==> src/rtl/jk_reg_bank.sv <==
// WIDTH-bit bank of JK cells with JK, up/down count, left-shift and parallel-load modes.
// Latency: q/qc/chg update 1 clk after sampling; tc/sout are combinational from q.
// Backpressure: none; en=0 holds every cell, inputs sampled on every rising edge.
module jk_reg_bank #(
  parameter int unsigned    WIDTH     = 8,
  parameter logic [WIDTH-1:0] RESET_VAL = {WIDTH{1'b0}}
) (
  input  logic             clk,
  input  logic             rst_n,
  input  logic             en,
  input  logic [1:0]       mode,
  input  logic [WIDTH-1:0] j,
  input  logic [WIDTH-1:0] k,
  input  logic [WIDTH-1:0] d,
  input  logic             up,
  input  logic             sin,
  output logic [WIDTH-1:0] q,
  output logic [WIDTH-1:0] qc,
  output logic             sout,
  output logic             tc,
  output logic             chg
);

  typedef enum logic [1:0] {
    MODE_JK    = 2'd0,
    MODE_COUNT = 2'd1,
    MODE_SHIFT = 2'd2,
    MODE_LOAD  = 2'd3
  } mode_t;

  mode_t            mode_sel;
  logic [WIDTH-1:0] j_eff;
  logic [WIDTH-1:0] k_eff;
  logic [WIDTH-1:0] tgl;
  logic [WIDTH-1:0] shifted;
  logic [WIDTH-1:0] q_nxt;
  logic             run;

  assign mode_sel = mode_t'(mode);
  assign shifted  = {q[WIDTH-2:0], sin};

  // Counter toggle mask: bit i flips when every lower bit equals the carry/borrow polarity.
  always_comb begin
    tgl = '0;
    run = 1'b1;
    for (int i = 0; i < WIDTH; i++) begin
      tgl[i] = run;
      run    = run & (up ? q[i] : ~q[i]);
    end
  end

  // Every mode is expressed as per-cell J/K drives so one JK update rule serves all.
  always_comb begin
    j_eff = '0;
    k_eff = '0;
    if (en) begin
      unique case (mode_sel)
        MODE_JK: begin
          j_eff = j;
          k_eff = k;
        end
        MODE_COUNT: begin
          j_eff = tgl;
          k_eff = tgl;
        end
        MODE_SHIFT: begin
          j_eff = shifted;
          k_eff = ~shifted;
        end
        MODE_LOAD: begin
          j_eff = d;
          k_eff = ~d;
        end
        default: begin
          j_eff = '0;
          k_eff = '0;
        end
      endcase
    end
  end

  assign q_nxt = (j_eff & ~q) | (~k_eff & q);

  always_ff @(posedge clk or negedge rst_n) begin
    if (!rst_n) begin
      q   <= RESET_VAL;
      chg <= 1'b0;
    end else begin
      q   <= q_nxt;
      chg <= (q_nxt != q);
    end
  end

  assign qc   = ~q;
  assign sout = q[WIDTH-1];
  assign tc   = en && (mode_sel == MODE_COUNT) && (up ? (&q) : ~(|q));

endmodule

==> config.mk <==
export PLATFORM = sky130hd
export DESIGN_NAME = jk_reg_bank
export DESIGN_NICKNAME = d
export VERILOG_FILES = /design/src/rtl/jk_reg_bank.sv
export SDC_FILE = /design/constraint.sdc
export NUM_CORES = 1
export LEC_CHECK = 0
export ABC_CLOCK_PERIOD_IN_PS = 3830
export BUFFER_PORTS_ARGS = -buffer_cell sky130_fd_sc_hd__buf_4
export CAP_MARGIN = 20
export CORE_MARGIN = 5
export CORE_UTILIZATION = 51
export DETAILED_ROUTE_END_ITERATION = 8
export GPL_TIMING_DRIVEN = 0
export PLACE_DENSITY = 0.86
export SYNTH_ARGS = -nofsm -noshare
export SYNTH_HDL_FRONTEND = slang
export SYNTH_SLANG_ARGS = --single-unit
==> constraint.sdc <==
create_clock -name clk -period 3.83 [get_ports clk]
set_input_delay 0.766 -clock clk [delete_from_list [all_inputs] [get_ports clk]]
set_output_delay 0.766 -clock clk [all_outputs]
set_load 0.02 [all_outputs]
==> impl_metrics.csv <==
group,metric,value,unit
status,status,"finished, final reports clean",
synthesis,synth_top_cell_area_share,0.202,
sta,slew_violations,0,
global_route,grt_start_max_net_pins,11,
placed_design,place_congestion,0.942,
final_layout,syn_to_final_growth,37.9,%
sta,finalClockSkew,0.506,ps
clocking,post-cts-setup-buffers,0,
final_layout,nets,236,
synthesis,synth_top_family_by_area,"compound AO/OA/AOI/OAI gates",
synthesis,yosysWarnings,0,
final_layout,final_area,1540,um^2
floorplanning,chipHeight,56.7,um
synthesis,post-synth-top-area-cell,"dfrtp_1",
sta,rsz0062_at_grt,"no",
drt,wl,3.91,mm
global_route,grt_pass1_wl,6.24,mm
clocking,worstSkewPairLatency,270,ps
synthesis,yosysSeqAreaShare,0.202,
synthesis,syn_inst,152,
critical_path,start_kind,"input pin",
critical_path,cp-end-kind,"primary output",
synthesis,synth_fa_ha_area_frac,0,
final_layout,fill_cells,187,
critical_path,rr_endpoint,"chg",
clocking,cts_tree,"built",
critical_path,critPathMostFrequentCell,"buf_4",
clocking,numCtsBuffers,3,
pwr,p_leak,0.686,nW
pwr,ir_worst_vdd,0.341,mV
synthesis,ys_ff_latch,9,
pwr,power_density,547,nW/um^2
critical_path,r2r_slack,1690,ps
clocking,clk_pin_slew,60,ps
sta,hold_violations,0,
final_layout,postLayoutCoreUtil,0.715,
critical_path,max_stage_delay,330,ps
clocking,clockRootBuffer,"clkbuf_4",
critical_path,crit_slowest_cell,"or3_1",
synthesis,synth-simple-area-share,0.298,
clocking,cts_resized,0,
pwr,power.total,0.840,mW
sta,tightest_slew,514,ps
placed_design,io_buffer_count,48,
floorplanning,initial_core_util,0.518,
final_layout,diodes,0,
drt,final_antenna_net_count,0,
flow_run,drv_cap,0,
sta,relSlewSlack,0.649,
drt,route.detailed.drc,0,
clocking,cts_hold_buf,0,
synthesis,synth_nets,183,
drt,vias,1449,
floorplanning,core-area,2150,um^2
global_route,grt_pass1_vias,1361,
floorplanning,io_pins,50,
drt,initialDrtViolationCount,69,
critical_path,r2r-start,"q[3]",
clocking,cts.path.max_buffers,2,
global_route,track_usage,0.242,
critical_path,cp_cell_sequence,"buf_4 > or3_1 > nand2b_1 > nor3_1 > a41oi_1 > nor2_1 > buf_4",
global_route,grt_overflow,0,
synthesis,synthArstFlopShare,1.00,
synthesis,post_synth_mux_area_share,0.0382,
synthesis,synthFlopType,"dfrtp_1",
synthesis,avgSynthCellArea,7.33,um^2
final_layout,fin_cells,232,
worst_hold_path,holdCritPathClass,"in -> async",
placed_design,hpwl,3.08,mm
synthesis,syn_area,1110,um^2
clocking,h-tree-depth,1,
floorplanning,dieArea,3220,um^2
critical_path,worstPathMaxFanout,6,
synthesis,synthTopCellsByArea,"dfrtp_1 (20%), nand2_1 (6.4%), nor2_1 (4.0%)",
synthesis,synth_xor_area_frac,0.0157,
global_route,antenna_found_initial,0,
sta,tns,0,ps
final_layout,drive_above_1_share,0.333,
sta,setup_violations,0,
sta,clock.fmax,0.374,GHz
synthesis,synth_compound_area_frac,0.342,
drt,first_pass_iters,5,
synthesis,synth_edf_count,0,
sta,min_period,2670,ps
drt,wl_per_cell,16.8,um
placed_design,dp.cells,228,
critical_path,crit_arrival,1910,ps
drt,vias_per_cell,6.25,
critical_path,r2r_cells,7,
critical_path,crit_type,"in -> out",
floorplanning,die_w,56.7,um
floorplanning,fp-row-count,17,
synthesis,synth.distinct_cells,48,
placed_design,placed_area,1510,um^2
critical_path,critPathRequiredTime,3060,ps
clocking,cts_sinks,9,
sta,min_period_over_period,0.698,
[cell usage in the layout (no fill, tap or decap), types with 2 or more instances in the layout]
master / count
nor3_1: 3
nor2_1: 12
o221a_2: 2
nor4_1: 2
o2bb2ai_1: 2
mux2i_1: 2
dfrtp_1: 9
a21o_1: 2
o21ai_0: 7
o22a_1: 2
clkbuf_4: 3
buf_6: 2
and4_1: 2
or3_1: 7
o211ai_1: 3
a31oi_1: 2
nand3b_1: 2
a21oi_1: 8
or4_1: 2
o21ai_1: 5
a22oi_1: 3
clkbuf_1: 7
buf_4: 50
buf_2: 3
a211oi_1: 2
inv_1: 11
nand2b_1: 3
o221ai_1: 2
nand3_1: 2
nand2_1: 19
o2111ai_1: 5
[cells in the mapped netlist (2+ instances only)]
| cell type | count |
|---|---|
| inv_1 | 11 |
| o2111ai_1 | 5 |
| buf_4 | 2 |
| o2bb2ai_1 | 2 |
| and4_1 | 2 |
| nand3_1 | 2 |
| dfrtp_1 | 9 |
| nor2_1 | 12 |
| o21ai_1 | 5 |
| a21oi_1 | 8 |
| nor4_1 | 2 |
| a211oi_1 | 2 |
| nor3_1 | 3 |
| o221ai_1 | 2 |
| nand2b_1 | 3 |
| a21o_1 | 2 |
| a22oi_1 | 3 |
| a31oi_1 | 2 |
| nand3b_1 | 2 |
| buf_6 | 2 |
| buf_2 | 3 |
| o22a_1 | 2 |
| clkbuf_1 | 6 |
| mux2i_1 | 2 |
| nand2_1 | 19 |
| o21ai_0 | 7 |
| or4_1 | 2 |
| o211ai_1 | 3 |
| o221a_2 | 2 |
| or3_1 | 7 |
[metrics by stage]
| stage | hold WS, ps | setup WS, ps |
|---|---|---|
| after floorplan | 470 | 1300 |
| after global placement | 588 | 1180 |
| after detailed placement | 593 | 1170 |
| after CTS | 309 | 1170 |
| after global routing | 310 | 1040 |
| final | 307 | 1160 |
[routing by layer]
metal  vias to the layer above  part of all wire  track usage
li1                        675                 -            -
met1                       663              0.39        0.307
met2                       101              0.50        0.419
met3                        10             0.093      0.00920
met4                         0             0.017        0.112
met5                         -                 0            0
[cell type report]
class                           count  area, um^2  area share
Buffer                             13        75.1      0.0489
Clock buffer                        4        26.3      0.0171
Inverter                           11        41.3      0.0269
Multi-Input combinational cell    119         772       0.503
Sequential cell                     9         225       0.147
Tap cell                           28        35.0      0.0228
Timing Repair Buffer               48         360       0.235
[kinds of logic (layout without fill, tap and decap cells)]
logic type,count (synthesis),in the layout
AO/OA/AOI/OAI,53,53
XOR/XNOR,2,2
buffers and inverters,24,76
flip-flops,9,9
multiplexers,3,3
AND/OR/NAND/NOR,61,61
[worst max-delay path by stage]
stage / start / end / cells past startpoint
detailed placement: mode[1] / chg / 8
global route: up / tc / 7
CTS: up / tc / 7
global placement: up / tc / 7
floorplan: up / tc / 5
finish: up / tc / 7
[flip-flops by register name, summed over array words and instances, names as in the netlist]
signal and flops:
q 8, chg 1
[report_power, final]
| group | total (mW) | internal (mW) | switching [mW] |
|---|---|---|---|
| Combinational | 0.564 | 0.234 | 0.330 |
| Clock | 0.0750 | 0.0403 | 0.0348 |
| Sequential | 0.201 | 0.136 | 0.0651 |
| Total | 0.840 | 0.410 | 0.430 |
[worst max-delay path, delay by kind of cell]
kind                   cells  cell delay [ps]
AO/OA/AOI/OAI              1               60
AND/OR/NAND/NOR            4              800
buffers and inverters      2              270
(Power assumes the default switching activity.)
